`config.mk`:
```
export PLATFORM = sky130hd
export DESIGN_NAME = button_conditioner
export DESIGN_NICKNAME = d
export VERILOG_FILES = /design/src/rtl/button_conditioner.sv
export SDC_FILE = /design/constraint.sdc
export NUM_CORES = 1
export LEC_CHECK = 0
export BUFFER_PORTS_ARGS = -buffer_cell sky130_fd_sc_hd__buf_2
export CAP_MARGIN = 20
export CORE_MARGIN = 5
export CORE_UTILIZATION = 29
export DETAILED_ROUTE_END_ITERATION = 6
export PLACE_DENSITY = 0.46
export SLEW_MARGIN = 10
export SYNTH_ARGS = -nofsm -noshare
export SYNTH_HDL_FRONTEND = slang
export SYNTH_SLANG_ARGS = --single-unit
```
`constraint.sdc`:
```
create_clock -name clk -period 4.2 [get_ports clk]
set_input_delay 0 -clock clk [delete_from_list [all_inputs] [get_ports clk]]
set_output_delay 0 -clock clk [all_outputs]
set_load 0.02 [all_outputs]
```
`src/rtl/button_conditioner.sv`:
```
// Per-button two-flop synchroniser plus debounce FSM producing clean level/press/release signals.
// Optional auto-repeat of btn_press while held is enabled by defining BUTTON_AUTOREPEAT_EN.
module button_conditioner #(
  parameter int unsigned N_BTN           = 3,
  parameter int unsigned DEBOUNCE_CYCLES = 1000000,
  parameter int unsigned REPEAT_DELAY    = 50000000,
  parameter int unsigned REPEAT_PERIOD   = 10000000
) (
  input  logic             clk,
  input  logic             rst,
  input  logic [N_BTN-1:0] btn_in,
  output logic [N_BTN-1:0] btn_level,
  output logic [N_BTN-1:0] btn_press,
  output logic [N_BTN-1:0] btn_release
);

  localparam logic [1:0] S_LOW  = 2'd0;
  localparam logic [1:0] S_RISE = 2'd1;
  localparam logic [1:0] S_HIGH = 2'd2;
  localparam logic [1:0] S_FALL = 2'd3;

  localparam int unsigned CNT_W = $clog2(DEBOUNCE_CYCLES);
  // Transition fires on the edge where the counter would step to DEBOUNCE_CYCLES-1.
  localparam logic [CNT_W-1:0] CNT_PRE_LAST = CNT_W'(DEBOUNCE_CYCLES - 2);

`ifdef BUTTON_AUTOREPEAT_EN
  localparam int unsigned REP_MAX = (REPEAT_DELAY > REPEAT_PERIOD) ? REPEAT_DELAY : REPEAT_PERIOD;
  localparam int unsigned REP_W   = $clog2(REP_MAX + 1);
  localparam logic [REP_W-1:0] REP_DELAY_LAST  = REP_W'(REPEAT_DELAY - 1);
  localparam logic [REP_W-1:0] REP_PERIOD_LAST = REP_W'(REPEAT_PERIOD - 1);
`else
  logic unused_repeat_cfg;
  assign unused_repeat_cfg = ^{REPEAT_DELAY, REPEAT_PERIOD};
`endif

  for (genvar i = 0; i < N_BTN; i++) begin : g_btn
    logic             s1_q, s2_q;
    logic [1:0]       state_q, state_d;
    logic [CNT_W-1:0] cnt_q, cnt_d;
    logic             level_q, level_d;
    logic             press_q, press_d;
    logic             release_q, release_d;
    logic             rep_pulse;

    always_ff @(posedge clk) begin
      if (rst) begin
        s1_q      <= 1'b0;
        s2_q      <= 1'b0;
        state_q   <= S_LOW;
        cnt_q     <= '0;
        level_q   <= 1'b0;
        press_q   <= 1'b0;
        release_q <= 1'b0;
      end else begin
        s1_q      <= btn_in[i];
        s2_q      <= s1_q;
        state_q   <= state_d;
        cnt_q     <= cnt_d;
        level_q   <= level_d;
        press_q   <= press_d;
        release_q <= release_d;
      end
    end

    always_comb begin
      state_d   = state_q;
      cnt_d     = cnt_q;
      level_d   = level_q;
      press_d   = 1'b0;
      release_d = 1'b0;
      unique case (state_q)
        S_LOW: begin
          if (s2_q) begin
            state_d = S_RISE;
            cnt_d   = '0;
          end
        end
        S_RISE: begin
          if (!s2_q) begin
            state_d = S_LOW;
          end else if (cnt_q == CNT_PRE_LAST) begin
            state_d = S_HIGH;
            cnt_d   = cnt_q + 1'b1;
            level_d = 1'b1;
            press_d = 1'b1;
          end else begin
            cnt_d = cnt_q + 1'b1;
          end
        end
        S_HIGH: begin
          if (!s2_q) begin
            state_d = S_FALL;
            cnt_d   = '0;
          end
        end
        S_FALL: begin
          if (s2_q) begin
            state_d = S_HIGH;
          end else if (cnt_q == CNT_PRE_LAST) begin
            state_d   = S_LOW;
            cnt_d     = cnt_q + 1'b1;
            level_d   = 1'b0;
            release_d = 1'b1;
          end else begin
            cnt_d = cnt_q + 1'b1;
          end
        end
        default: state_d = S_LOW;
      endcase
      if (rep_pulse) begin
        press_d = 1'b1;
      end
    end

`ifdef BUTTON_AUTOREPEAT_EN
    logic [REP_W-1:0] rep_cnt_q, rep_cnt_d;
    logic             rep_first_q, rep_first_d;

    always_ff @(posedge clk) begin
      if (rst) begin
        rep_cnt_q   <= '0;
        rep_first_q <= 1'b1;
      end else begin
        rep_cnt_q   <= rep_cnt_d;
        rep_first_q <= rep_first_d;
      end
    end

    // Counts only while staying in S_HIGH; S_FALL holds the count so a bounce resumes it.
    always_comb begin
      rep_cnt_d   = rep_cnt_q;
      rep_first_d = rep_first_q;
      rep_pulse   = 1'b0;
      if (state_q == S_HIGH && s2_q) begin
        if (rep_first_q ? (rep_cnt_q == REP_DELAY_LAST) : (rep_cnt_q == REP_PERIOD_LAST)) begin
          rep_pulse   = 1'b1;
          rep_cnt_d   = '0;
          rep_first_d = 1'b0;
        end else begin
          rep_cnt_d = rep_cnt_q + 1'b1;
        end
      end else if (state_q == S_LOW || state_q == S_RISE) begin
        rep_cnt_d   = '0;
        rep_first_d = 1'b1;
      end
    end
`else
    assign rep_pulse = 1'b0;
`endif

    assign btn_level[i]   = level_q;
    assign btn_press[i]   = press_q;
    assign btn_release[i] = release_q;
  end

endmodule

```
Yosys cells after proc, flatten, opt, wreduce, memory -nomap -nowiden:

Index checks and enable logic that the tools add are counted.

* add/sub/neg operators: 3
* equal/unequal tests: 36
* multiplexer cells: 54
* bitwise gates (word level): 9
* reduce and logical (&&, ||, !) cells: 21

Operators with widths (number)
* $mux W20: 12
* $pmux W20 S4: 3
* $add A20 B1 Y20 const B: 3
* $eq A20 B20 Y1 const B: 3
* $mux W2: 18
* $ne A2 B2 Y1 const B: 18
* $pmux W2 S4: 3
* $reduce_and A4 Y1: 6
* $ne A3 B3 Y1 const B: 6
* $reduce_or A3 Y1: 6
* $mux W1: 15
* $reduce_and A5 Y1: 3
* $eq A2 B2 Y1 const B: 6
* $not A1 Y1: 9
* $eq A2 B1 Y1 const B: 3
* $logic_not A2 Y1: 3
* $pmux W1 S2: 3
* $reduce_bool A2 Y1: 3

* register bits: 81
* input bits: 5
* output and inout port bits: 9

Logic depth before layout (Yosys ltp):

* depth after elaboration: 4
* gate-level depth with buffers: 6

Least setup slack after synthesis:

OpenSTA, ideal clock, no wires.

* path kind: reg2reg
* start: register g_btn[1].s2_q
* end: register g_btn[1].cnt_q[19]
* arrival time: 1.767 ns
* data required time: 4.129 ns
* slack: 2.362 ns
* cell stages (with the launch flop): 5
* path buffers: 0
* period minus slack after synthesis: 1.838 ns
* cell sequence: dfxtp_1 -> xnor2_1 -> or4_4 -> or4_1 -> a21oi_1

* cells in the longest elaborated chain, start to end: 2
* elaborated cells between the ends (all ways): 5
* those cells by class: eq/ne: 4; reduce/logical: 1

Ends and longest elaborated chain
* from (decl): line 37 `logic s1_q, s2_q;`
* from (signal assigned): line 56 `s2_q <= s1_q;`
* $ne A2 B2 Y1 (no source line)
* $reduce_and A4 Y1 (no source line) (*)
* to (signal assigned): line 58 `cnt_q <= cnt_d;`
* to (decl): line 39 `logic [CNT_W-1:0] cnt_q, cnt_d;`

Every way passes the cells marked *; elsewhere a longest branch is shown, timed or not.
A chain may end at the register's enable or synchronous reset.

Final worst setup path:

* start: register g_btn[2].cnt_q[2]
* end: register g_btn[2].cnt_q[14]

* cells in the longest elaborated chain, start to end: 3
* elaborated cells between the ends (all ways): 4
* those cells by class: add/sub: 1; mux: 3

Ends and longest elaborated chain
* from (decl): line 39
* from (signal assigned): line 58
* $add A20 B1 Y20 (*)
* $mux W20 (on tied branches): line 97, 79
* $pmux W20 S4 (*): line 71 `unique case (state_q)`

Every way passes the cells marked *; elsewhere a longest branch is shown, timed or not. The select of a mux whose other input is x is not followed.

==> results.md <==
Global routing
- **wire length of the first global-routing pass** 13600 um
- **number of global-route vias before repair** 2827
- **largest net degree at the start of global routing** 30
- **antenna violations before repair** 0
- **All-Layer GR Usage** 11.3%
- **total gr overflow** 0

Placement
- **final estimated routing congestion in global placement** 0.760
- **Final HPWL DP** 5360 um
- **I/O Buffers** 13
- **Cell Area, Placed** 3920 um2

Finish
- **final cell area excluding filler cells** 4250 um2
- **share of post-route cells with drive strength above 1** 7.67%
- **number of antenna repair diodes** 0
- **count of fill cells added during filler insertion** 1325
- **total area of multi-input combinational cells** 1950 um2
- **total number of nets in the final design** 449
- **Syn-to-layout area delta** 12.8%
- **FF/Latch Area** 1620 um2

Yosys
- **number of flops mapped to enable cells by yosys** 0
- **main flop type after synthesis** sky130_fd_sc_hd__dfxtp_1
- **library cell occupying the most area in the post-synthesis netlist** sky130_fd_sc_hd__dfxtp_1
- **combined area of all synthesized cells** 3770 um2
- **Syn. warnings** 0
- **share of the yosys chip area belonging to registers** 43.0%
- **proportion of register bits with asynchronous set or reset after synthesis** 0%
- **cell with the most instances after synthesis** sky130_fd_sc_hd__dfxtp_1
- **average instance area after synthesis** 8.68 um2
- **Synth area leaders** sky130_fd_sc_hd__dfxtp_1 (43%), sky130_fd_sc_hd__a21oi_1 (4.8%), sky130_fd_sc_hd__xor2_1 (4.0%), sky130_fd_sc_hd__or3_1 (3.8%), sky130_fd_sc_hd__nand4_1 (3.7%)
- **#FFs+latches synth** 81
- **leading cell types by count after synthesis** sky130_fd_sc_hd__dfxtp_1 (81), sky130_fd_sc_hd__a21oi_1 (36), sky130_fd_sc_hd__nor2_1 (27)
- **synthesized netlist cell count** 434
- **Synthesized Nets** 445
- **distinct cell type count of the synthesized netlist** 42
- **Synth top area share** 43.0%

Clock tree
- **Post-CTS Hold Buffers** 3
- **CTS root buffer** sky130_fd_sc_hd__clkbuf_16
- **clock latency at the later pin of the worst-skew pair** 0.34 ns
- **# H-tree levels** 3
- **Clock transition at path regs** 0.06 ns
- **post-cts sizing count** 0
- **maximum clock path buffer count** 2
- **clock tree sinks** 81
- **post-CTS setup buffers** 0
- **number of buffers created by CTS** 9
- **TritonCTS clock tree** done

Critical path
- **arrival time at the worst endpoint** 2.57 ns
- **Critical Path Source Type** flip-flop
- **category of the worst setup path capture point** flip-flop
- **crit-path max cell delay** 0.79 ns
- **Worst Path Max Fanout** 14
- **crit path cell chain** and4_1 -> nand4_1 -> or4b_2 -> a21oi_1
- **path type of the worst setup path** reg2reg
- **Required @ worst endpoint** 4.47 ns
- **cell with the largest stage delay on the worst path** sky130_fd_sc_hd__or4b_2

Route
- **wirelength, routed** 7990 um
- **count of TritonRoute iterations in the first routing pass** 4
- **vias per cell** 5.05
- **number of nets with antenna violations after detailed routing** 0
- **number of vias in the routed layout** 3104
- **drt wl/cell** 13.0 um
- **number of DRC violations after detailed routing** 0
- **iteration-0 DRC count of the detailed router** 156

STA
- **clock skew after layout** 0.0105 ns
- **Worst Tran Pin Value** 0.651 ns
- **number of hold violations in the final report** 0
- **RSZ-0062 raised after global routing** false
- **Max Slew Vio Count** 0
- **maximum clock frequency** 435 MHz
- **min cycle time layout** 2.30 ns
- **Hold Slack** 0.142 ns
- **final total negative setup slack** 0 ns
- **Slew Limit Headroom** 56.6%
- **final worst-path cycle share** 54.7%
- **Final setup viols** 0

Power and ir drop
- **pwr dens** 382 nW/um2
- **peak supply drop** 0.000168 V
- **internal power** 1.27 mW
- **clock network power share** 48.9%
- **static power due to leakage** 1.35 nW
- **register share of total power** 48.2%
- **switching part of the total** 21.9%
- **proportion of power drawn by combinational gates** 3.0%
- **total power after layout** 1.62 mW
- **Switching Power** 0.355 mW

Flow run
- **# Max-Cap Violations** 0

Floorplan
- **die extent in y** 124 um
- **die width** 124 um
- **row count** 41
- **starting density of the core** 29.7%
- **full die area** 15400 um2
- **number of top-level design ports** 14
- **CORE AREA** 12700 um2

Worst hold path
- **min-delay worst type** in2reg

Run status
- **run status** finished clean

## sequential cells by signal (all words and copies together) (netlist names), named ones only
register	cells
g_btn.cnt_q	60
g_btn.level_q	3
g_btn.press_q	3
g_btn.release_q	3
g_btn.s1_q	3
g_btn.s2_q	3
g_btn.state_q	3
## worst max-delay path, delay by kind of cell (launching register included)
| kind | cells | cell delay [ns] |
|---|---|---|
| compound gates | 1 | 0.15 |
| flops | 1 | 0.38 |
| simple gates | 3 | 1.70 |
## worst paths after layout
check | to | depth (start not counted) | slack (ns) | start
worst min register to register | g_btn[1].s2_q | 1 | 0.43 | g_btn[1].s1_q
worst max register to register | g_btn[2].cnt_q[14] | 4 | 1.90 | g_btn[2].cnt_q[2]
worst max-delay path | g_btn[2].cnt_q[14] | 4 | 1.90 | g_btn[2].cnt_q[2]
worst min-delay path | g_btn[1].s1_q | 2 | 0.14 | rst
## through the flow
step / std cells / utilization (%) / setup WS, ns
after floorplan: 434 / - / 2.36
after global placement: 596 / 31.0 / 2.01
after detailed placement: 596 / 31.0 / 1.97
after CTS: 615 / 33.5 / 1.96
after global routing: 615 / 33.5 / 1.81
final: 615 / 33.5 / 1.90
## power groups by stage
stage	logic, mW	clock network, mW	registers [mW]
floorplan	0.0382	0	0.797
global route	0.0543	0.853	0.783
detailed placement	0.0467	0	0.799
finish	0.0483	0.794	0.782
global placement	0.0469	0	0.799
CTS	0.0493	0.821	0.782
## layer usage
layer / routed length, um / GRT usage (%) / up-vias
met5: 0 / 0 / -
met1: 4140 / 15.0 / 1460
met3: 301 / 4.41 / 7
met4: 104 / 4.04 / 0
met2: 3440 / 16.5 / 41
li1: - / - / 1596
## cells in the final DEF (no fill, tap or decap), types with 2 or more instances in the layout
cell type and count:
sky130_fd_sc_hd__o41ai_1 4, sky130_fd_sc_hd__o31ai_1 11, sky130_fd_sc_hd__o21ai_0 26, sky130_fd_sc_hd__ha_1 6
sky130_fd_sc_hd__nand4_1 22, sky130_fd_sc_hd__nor4_1 5, sky130_fd_sc_hd__nor3b_1 3, sky130_fd_sc_hd__o311ai_0 4
sky130_fd_sc_hd__or4_1 12, sky130_fd_sc_hd__and4_1 6, sky130_fd_sc_hd__a21oi_1 36, sky130_fd_sc_hd__or3_1 23
sky130_fd_sc_hd__nor4bb_1 2, sky130_fd_sc_hd__nor2b_1 6, sky130_fd_sc_hd__a211oi_1 2, sky130_fd_sc_hd__or2_2 2
sky130_fd_sc_hd__buf_2 13, sky130_fd_sc_hd__xnor2_1 8, sky130_fd_sc_hd__nand2_1 23, sky130_fd_sc_hd__nor4b_1 5
sky130_fd_sc_hd__xor2_2 2, sky130_fd_sc_hd__a21o_1 3, sky130_fd_sc_hd__and2_1 5, sky130_fd_sc_hd__inv_1 16
sky130_fd_sc_hd__nor2_1 27, sky130_fd_sc_hd__o21a_1 2, sky130_fd_sc_hd__clkbuf_16 9, sky130_fd_sc_hd__nor3_1 5
sky130_fd_sc_hd__xor2_1 17, sky130_fd_sc_hd__clkbuf_1 2, sky130_fd_sc_hd__dfxtp_1 81, sky130_fd_sc_hd__dlygate4sd3_1 3
sky130_fd_sc_hd__and3_1 10, sky130_fd_sc_hd__nand3_1 24, sky130_fd_sc_hd__a31oi_1 3, sky130_fd_sc_hd__nand2b_1 4
## layout make-up
cell class                 count  area share, %
clock inverter                 4           1.21
tap                          172           5.06
sequential                    81           38.2
timing repair buffer          17           2.41
multi-input combinational    313           46.0
clock buffer                  12           5.80
inverter                      16           1.41
## cell families after synthesis
kind of cell,share of synthesized area [%]
flops,43.0
xor+xnor,6.68
simple gates,29.0
buf+inv,5.11
compound gates,14.2
fa+ha+maj,1.99
No activity file was read; power rests on OpenSTA's default activity.
